<file path="src/rtl/id_ex_hazard_stage_pkg.sv">
// Shared definitions for the ID/EX stage: FSM encoding, default control-bit
// positions and the bubble value of the EX-stage flags.
package id_pkg;

   typedef enum logic [1:0] {
      ST_RUN    = 2'd0,
      ST_DRAIN  = 2'd1,
      ST_HALTED = 2'd2
   } state_t;

   localparam int MEMREAD_BIT_DEF  = 3;
   localparam int REGWRITE_BIT_DEF = 1;

   typedef struct packed {
      logic valid;
      logic halt;
   } ex_flags_t;

   localparam ex_flags_t EX_BUBBLE = '{valid: 1'b0, halt: 1'b0};

endpackage

</file>
<file path="src/rtl/id_ex_hazard_stage_hazard_detect_unit.sv">
// Combinational hazard detection for the instruction in ID against the
// instructions currently in EX and MEM.
module hazard_detect_unit #(
   parameter int REG_ADDR_W = 5
) (
   input  logic                  i_eval,
   input  logic                  i_uses_rs,
   input  logic                  i_uses_rt,
   input  logic [REG_ADDR_W-1:0] i_reg_rs,
   input  logic [REG_ADDR_W-1:0] i_reg_rt,
   input  logic                  i_is_branch,
   input  logic                  i_ex_valid,
   input  logic                  i_ex_mem_read,
   input  logic                  i_ex_reg_write,
   input  logic [REG_ADDR_W-1:0] i_ex_reg_dest,
   input  logic                  i_mem_mem_read,
   input  logic [REG_ADDR_W-1:0] i_mem_reg_dest,
   output logic                  o_load_use,
   output logic                  o_br_ex,
   output logic                  o_br_mem
);

   // Register 0 is hard-wired, so a write to it can never create a dependency.
   function automatic logic src_match(input logic [REG_ADDR_W-1:0] d,
                                      input logic uses_rs, input logic uses_rt,
                                      input logic [REG_ADDR_W-1:0] rs,
                                      input logic [REG_ADDR_W-1:0] rt);
      return (d != '0) && ((uses_rs && (rs == d)) || (uses_rt && (rt == d)));
   endfunction

   logic match_ex;
   logic match_mem;

   always_comb begin
      match_ex   = src_match(i_ex_reg_dest,  i_uses_rs, i_uses_rt, i_reg_rs, i_reg_rt);
      match_mem  = src_match(i_mem_reg_dest, i_uses_rs, i_uses_rt, i_reg_rs, i_reg_rt);
      o_load_use = i_eval && i_ex_valid && i_ex_mem_read && match_ex;
      o_br_ex    = i_eval && i_is_branch && i_ex_valid && i_ex_reg_write && match_ex;
      o_br_mem   = i_eval && i_is_branch && i_mem_mem_read && match_mem;
   end

endmodule

</file>
<file path="src/rtl/id_ex_hazard_stage.sv">
// ID/EX pipeline register with hazard stalls, bubble insertion and a halt
// drain FSM. All state advances on the falling clock edge.
module id_ex_hazard_stage
   import id_pkg::*;
#(
   parameter int DATA_W       = 32,
   parameter int ADDR_W       = 11,
   parameter int REG_ADDR_W   = 5,
   parameter int CTRL_W       = 16,
   parameter int MEMREAD_BIT  = MEMREAD_BIT_DEF,
   parameter int REGWRITE_BIT = REGWRITE_BIT_DEF,
   parameter int DRAIN_CYCLES = 3,
   parameter int PERF_W       = 16
) (
   input  logic                  i_clock,
   input  logic                  i_soft_reset,
   input  logic                  i_enable_pipeline,
   input  logic                  i_valid,
   input  logic                  i_flush,
   input  logic [CTRL_W-1:0]     i_ctrl,
   input  logic [DATA_W-1:0]     i_data_A,
   input  logic [DATA_W-1:0]     i_data_B,
   input  logic [DATA_W-1:0]     i_imm,
   input  logic [REG_ADDR_W-1:0] i_reg_rs,
   input  logic [REG_ADDR_W-1:0] i_reg_rt,
   input  logic [REG_ADDR_W-1:0] i_reg_dest,
   input  logic                  i_uses_rs,
   input  logic                  i_uses_rt,
   input  logic                  i_is_branch,
   input  logic [ADDR_W-1:0]     i_pc_next,
   input  logic                  i_halt,
   input  logic                  i_mem_mem_read,
   input  logic [REG_ADDR_W-1:0] i_mem_reg_dest,
   output logic                  o_valid,
   output logic [CTRL_W-1:0]     o_ctrl,
   output logic [DATA_W-1:0]     o_data_A,
   output logic [DATA_W-1:0]     o_data_B,
   output logic [DATA_W-1:0]     o_imm,
   output logic [REG_ADDR_W-1:0] o_reg_rs,
   output logic [REG_ADDR_W-1:0] o_reg_rt,
   output logic [REG_ADDR_W-1:0] o_reg_dest,
   output logic [ADDR_W-1:0]     o_pc_next,
   output logic                  o_halt_detected,
   output logic                  o_stall,
   output logic                  o_halt_done,
   output logic [1:0]            o_state,
   output logic [PERF_W-1:0]     o_stall_count
);

   localparam int CNT_W = (DRAIN_CYCLES < 2) ? 1 : $clog2(DRAIN_CYCLES + 1);

   generate
      if (DRAIN_CYCLES < 1) begin : g_bad_drain
         $fatal(1, "id_ex_hazard_stage: DRAIN_CYCLES must be at least 1");
      end
   endgenerate

   typedef struct packed {
      logic [CTRL_W-1:0]     ctrl;
      logic [DATA_W-1:0]     data_a;
      logic [DATA_W-1:0]     data_b;
      logic [DATA_W-1:0]     imm;
      logic [REG_ADDR_W-1:0] rs;
      logic [REG_ADDR_W-1:0] rt;
      logic [REG_ADDR_W-1:0] dest;
      logic [ADDR_W-1:0]     pc_next;
   } ex_data_t;

   function automatic logic [PERF_W-1:0] sat_inc(input logic [PERF_W-1:0] v);
      return (&v) ? v : v + 1'b1;
   endfunction

   ex_flags_t         flags_d, flags_q;
   ex_data_t          data_d, data_q;
   state_t            state_d, state_q;
   logic [CNT_W-1:0]  drain_d, drain_q;
   logic              halt_done_d, halt_done_q;
   logic [PERF_W-1:0] stall_cnt_d, stall_cnt_q;

   logic eval;
   logic load_use, br_ex, br_mem, hazard;

   assign eval = i_valid && !i_flush && (state_q == ST_RUN);

   hazard_detect_unit #(
      .REG_ADDR_W (REG_ADDR_W)
   ) u_hazard (
      .i_eval         (eval),
      .i_uses_rs      (i_uses_rs),
      .i_uses_rt      (i_uses_rt),
      .i_reg_rs       (i_reg_rs),
      .i_reg_rt       (i_reg_rt),
      .i_is_branch    (i_is_branch),
      .i_ex_valid     (flags_q.valid),
      .i_ex_mem_read  (data_q.ctrl[MEMREAD_BIT]),
      .i_ex_reg_write (data_q.ctrl[REGWRITE_BIT]),
      .i_ex_reg_dest  (data_q.dest),
      .i_mem_mem_read (i_mem_mem_read),
      .i_mem_reg_dest (i_mem_reg_dest),
      .o_load_use     (load_use),
      .o_br_ex        (br_ex),
      .o_br_mem       (br_mem)
   );

   assign hazard  = load_use || br_ex || br_mem;
   assign o_stall = hazard || (state_q != ST_RUN);

   always_comb begin
      flags_d     = flags_q;
      data_d      = data_q;
      state_d     = state_q;
      drain_d     = drain_q;
      halt_done_d = halt_done_q;
      stall_cnt_d = stall_cnt_q;

      if (i_enable_pipeline) begin
         // Default to a bubble; only a clean RUN-state capture overrides it.
         flags_d = EX_BUBBLE;
         data_d  = '0;
         if (i_flush) begin
         end else if (hazard) begin
            stall_cnt_d = sat_inc(stall_cnt_q);
         end else if (state_q == ST_RUN) begin
            flags_d.valid = i_valid;
            flags_d.halt  = i_valid && i_halt;
            data_d.ctrl    = i_ctrl;
            data_d.data_a  = i_data_A;
            data_d.data_b  = i_data_B;
            data_d.imm     = i_imm;
            data_d.rs      = i_reg_rs;
            data_d.rt      = i_reg_rt;
            data_d.dest    = i_reg_dest;
            data_d.pc_next = i_pc_next;
         end

         unique case (state_q)
            ST_RUN: begin
               if (!i_flush && !hazard && i_valid && i_halt) begin
                  state_d = ST_DRAIN;
                  drain_d = CNT_W'(DRAIN_CYCLES);
               end
            end
            ST_DRAIN: begin
               if (drain_q <= CNT_W'(1)) begin
                  state_d     = ST_HALTED;
                  drain_d     = '0;
                  halt_done_d = 1'b1;
               end else begin
                  drain_d = drain_q - CNT_W'(1);
               end
            end
            ST_HALTED: halt_done_d = 1'b1;
            default: state_d = ST_RUN;
         endcase
      end
   end

   always_ff @(negedge i_clock or negedge i_soft_reset) begin
      if (!i_soft_reset) begin
         flags_q     <= EX_BUBBLE;
         data_q      <= '0;
         state_q     <= ST_RUN;
         drain_q     <= '0;
         halt_done_q <= 1'b0;
         stall_cnt_q <= '0;
      end else begin
         flags_q     <= flags_d;
         data_q      <= data_d;
         state_q     <= state_d;
         drain_q     <= drain_d;
         halt_done_q <= halt_done_d;
         stall_cnt_q <= stall_cnt_d;
      end
   end

   assign o_valid         = flags_q.valid;
   assign o_halt_detected = flags_q.halt;
   assign o_ctrl          = data_q.ctrl;
   assign o_data_A        = data_q.data_a;
   assign o_data_B        = data_q.data_b;
   assign o_imm           = data_q.imm;
   assign o_reg_rs        = data_q.rs;
   assign o_reg_rt        = data_q.rt;
   assign o_reg_dest      = data_q.dest;
   assign o_pc_next       = data_q.pc_next;
   assign o_halt_done     = halt_done_q;
   assign o_state         = state_q;
   assign o_stall_count   = stall_cnt_q;

endmodule

</file>
<file path="config.mk">
export PLATFORM = sky130hd
export DESIGN_NAME = id_ex_hazard_stage
export DESIGN_NICKNAME = d
export VERILOG_FILES = /design/src/rtl/id_ex_hazard_stage_pkg.sv /design/src/rtl/id_ex_hazard_stage_hazard_detect_unit.sv /design/src/rtl/id_ex_hazard_stage.sv
export SDC_FILE = /design/constraint.sdc
export NUM_CORES = 1
export LEC_CHECK = 0
export BUFFER_PORTS_ARGS = -buffer_cell sky130_fd_sc_hd__buf_2
export CORE_MARGIN = 5
export CORE_UTILIZATION = 46
export DETAILED_ROUTE_END_ITERATION = 8
export PLACE_DENSITY = 0.8
export SLEW_MARGIN = 20
export SYNTH_ARGS = -nofsm -noshare
export SYNTH_HDL_FRONTEND = slang
export SYNTH_SLANG_ARGS = --single-unit
</file>
<file path="constraint.sdc">
create_clock -name i_clock -period 2.4 [get_ports i_clock]
set_input_delay 0.48 -clock i_clock [delete_from_list [all_inputs] [get_ports i_clock]]
set_output_delay 0.48 -clock i_clock [all_outputs]
set_load 0.01 [all_outputs]
</file>
# --- After elaboration in Yosys (flattened, before gate mapping) ---
# Cells that the tools add are included.
word_totals:
  reg_bits: 161
  input_bits: 153
  out_inout_bits: 160
  wordCells: 81
classes:
  add_sub_neg: 2
  n_lt_le_gt_ge: 1
  eq_ne: 8
  muxes: 14
  bitwise_logic: 3
  n_reduce_logical: 39
ops:
  columns: ["op", "n"]
  rows:
  - ["138-bit 2-to-1 mux", 3]
  - ["1-bit logical AND", 21]
  - ["5-bit == test", 4]
  - ["16-bit by 1-bit adder with 16-bit output, second input constant", 1]
  - ["16-bit AND reduction", 1]
  - ["2-bit 2-to-1 mux", 7]
  - ["5-bit nonzero test", 2]
  - ["4-bit AND reduction", 2]
  - ["2-bit one-hot mux with 3 select lines", 1]
  - ["3-bit AND reduction", 2]
  - ["2-bit nonzero test", 3]
  - ["1-bit logical OR", 5]
  - ["2-bit one-hot mux with 2 select lines", 1]
  - ["1-bit NOT", 3]
  - ["2-bit by 1-bit == test with 1-bit output, second input constant", 1]
  - ["2-bit == test, second input constant", 1]
  - ["2-bit by 1-bit less-or-equal comparator with 1-bit output, second input constant", 1]
  - ["1-bit logical NOT", 2]
  - ["2-bit logical NOT", 1]
  - ["2-bit by 1-bit != test with 1-bit output, second input constant", 1]
  - ["2-bit != test, second input constant", 1]
  - ["1-bit one-hot mux with 2 select lines", 1]
  - ["2-bit by 1-bit subtractor with 2-bit output, second input constant", 1]
  - ["1-bit 2-to-1 mux", 1]

# --- Longest topological paths before layout ---
logic_depth:
  ltp_word: 15
  mapped_depth: 8
  ltp_nobuf: 6

# --- By module ---
# A second synthesis with hierarchy kept.
unflattened:
  cells_unflattened: 731
  area_unflattened_um2: 6700.2
by_module_without_submodules:
  columns: ["mod", "instances", "cells_each", "area_each_um2", "seq_area_each_um2"]
  rows:
  - ["id_ex_hazard_stage", 1, 694, 6419.9, 4028.9]
  - ["hazard_detect_unit", 1, 37, 280.3, 0.0]

==> run metrics <==
antenna violations before repair=3; htree depth=4; r2r setup slk=-110 ps; post-synthesis cell area=6266 um2; die area=roughly 16000 um2; fillcell total=663; die width=126.7 um; synth cell count leaders=dfrtn_1 (161), a22o_1 (139), xnor2_1 (19); TritonCTS Buffers=17; critical path type=reg -> out; Site Rows=42; Worst-path clk slew=about 50 ps; Worst-Margin Slew=~320 ps; HP Class=reg -> reg; Seq cells post-synth=approximately 160; post-synthesis cell count=~450; CTS tree=done; Post-synth ARST share=100.0%; Worst Skew=roughly 10 ps; DRT Wirelength=approximately 28 mm; RSZ-0062 raised after global routing=true; failing checks=setup timing; Via density=roughly 5.8; fin cells=between 1k and 1.5k; Avg WL per Cell=24.35 um; area grow syn2layout=75.72%; Layout Utilization=82.82%; placed insts=between 900 and 1k; Vert. Die Dim=approximately 130 um; Hold Path End=o_imm[30]; largest net degree at the start of global routing=~70; first-pass GRT wire length=a little under 40 mm; Yosys top cell area share=about 64%; Synth Warn #=0; crit path launch type=register; Max Slew Vio Count=0; Residual DRC=0; clock sink count=between 150 and 200; Unique masters post-synth=38; Crit path max-delay family=flip-flops; leakage power=about 6.0 nW; CP Cell Sequence=buf_4 > xor2_2 > nor4_2 > a32oi_1 > o32ai_2 > or3_4 > buf_2; cell taking the most area after synthesis=dfrtn_1; Slowest-stage cell, CP=dfrtn_1; vias in the first global route=~7k; critical path peak fanout=4; layout cell share with drive strength beyond 1=60.00%; CP Capture Type=primary output; Multi-input gate area=2230 um2; root buffer cell=clkbuf_16; total congestion overflow=0; MaxCap Viol Count=0; PnR worst setup slack=-1496 ps; Worst Path Required=1920 ps; Starting Density=between 40% and 50%; worst hold stages=1; clock buffer depth=2; status=finished with violations; Buf/Inv on CP=2; Crit path arrival time=approximately 3400 ps; DRT antenna net count=0; Clock Latency Late Sink=410 ps; r2r startpoint=o_reg_dest[1]; Primary FF master, synth=dfrtn_1; cell with the most instances after synthesis=dfrtn_1; CP peak stage delay=roughly 520 ps; syn_nets=between 600 and 700; reg2reg end=o_data_A[13]; Vias=between 6k and 7k; dpl hpwl=14.58 mm; routability cong.=0.8781; PortBufs=312; hold_sp=o_imm[30]; fin nets=~1.1k; Fin. Hold Viols=0; reg2reg path depth=11; top area cells in the synthesized netlist=dfrtn_1 (64%), a22o_1 (19%), xnor2_1 (2.7%); Worst slew margin=between 70% and 80%; GR Util All Layers=31.38%; DRT Pass-1 Iters=6; number of enable flip-flop cells after synthesis=0; # IOs=313; core area=around 13000 um2; syn_area_per_cell=~14 um2; setup violators final=between 300 and 400; PD cells=about 900 nW/um2; post-synthesis sequential area ratio=64.30%; Detailed Route Iter0 Violations=504; register area=about 4000 um2; Peak VDD IR=0.0007063 V; hold_buf cts=0
==> worst register-to-register path, cell delays in order, from the launching register on <==
cell     delay [ps]
dfrtn_1         570
xor2_1          130
nor4_2          260
a32oi_1         170
o32ai_2         260
buf_4           180
nor4_4           50
buf_6           130
buf_6           120
buf_8           140
buf_16          140
a22o_1          210
==> worst max-delay path by stage <==
stage / to / startpoint / depth (start not counted)
6_report: o_stall / o_reg_dest[0] / 7
4_1_cts: o_stall / o_reg_dest[0] / 5
3_5_place_dp: o_reg_rt[0] / i_reg_rs[4] / 9
3_3_place_gp: o_stall_count[7] / i_reg_rs[4] / 9
2_1_floorplan: o_stall / o_reg_dest[0] / 5
5_1_grt: o_stall / o_reg_dest[0] / 7
==> metal layers <==
layer | share of wire (%) | GRT usage (%)
met4 | 5.6 | 15.33
met3 | 7.8 | 8.071
met5 | 0.065 | 0
met1 | 35 | 33.82
met2 | 52 | 56.97
==> placed cells by master (no fill, tap or decap), types with 3 or more instances in the layout <==
cell / count
clkinv_4: 4
clkinv_2: 3
buf_4: 123
nand4_1: 6
xor2_1: 11
buf_2: 266
buf_8: 8
nor4_2: 4
buf_12: 9
nand2_1: 5
buf_16: 13
a22o_1: 137
dfrtn_1: 161
a21o_1: 3
and3_1: 7
inv_1: 3
xor2_2: 5
nand3_1: 5
nand3_2: 6
xnor2_1: 17
buf_6: 88
nor2_1: 5
clkbuf_16: 18
==> timing repair <==
| item | 4_1_cts | 5_1_grt |
|---|---|---|
| endpoints found under the setup margin | 319 | 319 |
| setup buffers | 110 | 3 |
| cloned | 15 | 1 |
| pin swaps | 23 | 16 |
| resized for setup | 130 | 36 |
==> sequential cells by signal, indices dropped and copies added (netlist names) <==
name / count
drain_q: 2
o_ctrl: 16
o_data_A: 32
o_data_B: 32
o_halt_detected: 1
o_halt_done: 1
o_imm: 32
o_pc_next: 11
o_reg_dest: 5
o_reg_rs: 5
o_reg_rt: 5
o_stall_count: 16
o_state: 2
o_valid: 1
==> metrics by stage <==
stage | setup TNS [ps] | area (um2) | hold slack (ps) | worst slack (ps) | total power [mW]
2_1_floorplan | -126710 | 6342 | 438.8 | -972.8 | 4.663
3_3_place_gp | -183510 | 8487 | 402.9 | -1172 | 5.634
3_5_place_dp | -184680 | 8487 | 407.1 | -1191 | 5.721
4_1_cts | -173730 | 10810 | 433.9 | -1358 | 9.482
5_1_grt | -199240 | 11010 | 463.1 | -1538 | 10.19
6_report | -183620 | 11010 | 453.0 | -1496 | 9.864
==> where the power goes <==
part,switching (mW),internal (mW)
registers,0.385,3.26
clock network,1.16,1.56
logic,1.52,1.98
==> cell families (layout without fill, tap and decap cells) <==
| logic type | after synthesis | after routing | synth area share, % |
|---|---|---|---|
| XOR/XNOR | 35 | 35 | 4.892 |
| adder cells (fa/ha/maj) | 1 | 1 | 0.1996 |
| AND/OR/NAND/NOR | 57 | 57 | 5.511 |
| flip-flops | 161 | 161 | 64.30 |
| buffers and inverters | 40 | 544 | 3.395 |
| AO/OA/AOI/OAI | 156 | 156 | 21.53 |
| multiplexers | 1 | 1 | 0.1797 |
| other | 0 | 2 | 0 |
==> layout make-up <==
type	count	share of cell area, %
clock buffers	20	4.057
inverters	4	0.1591
repair buffers	508	35.68
multi-input cells	250	20.25
clock inverters	12	1.216
well taps	176	2.000
diodes	2	0.04545
flip-flops and latches	161	36.59
Note: power is estimated with default switching activity, not from simulation.
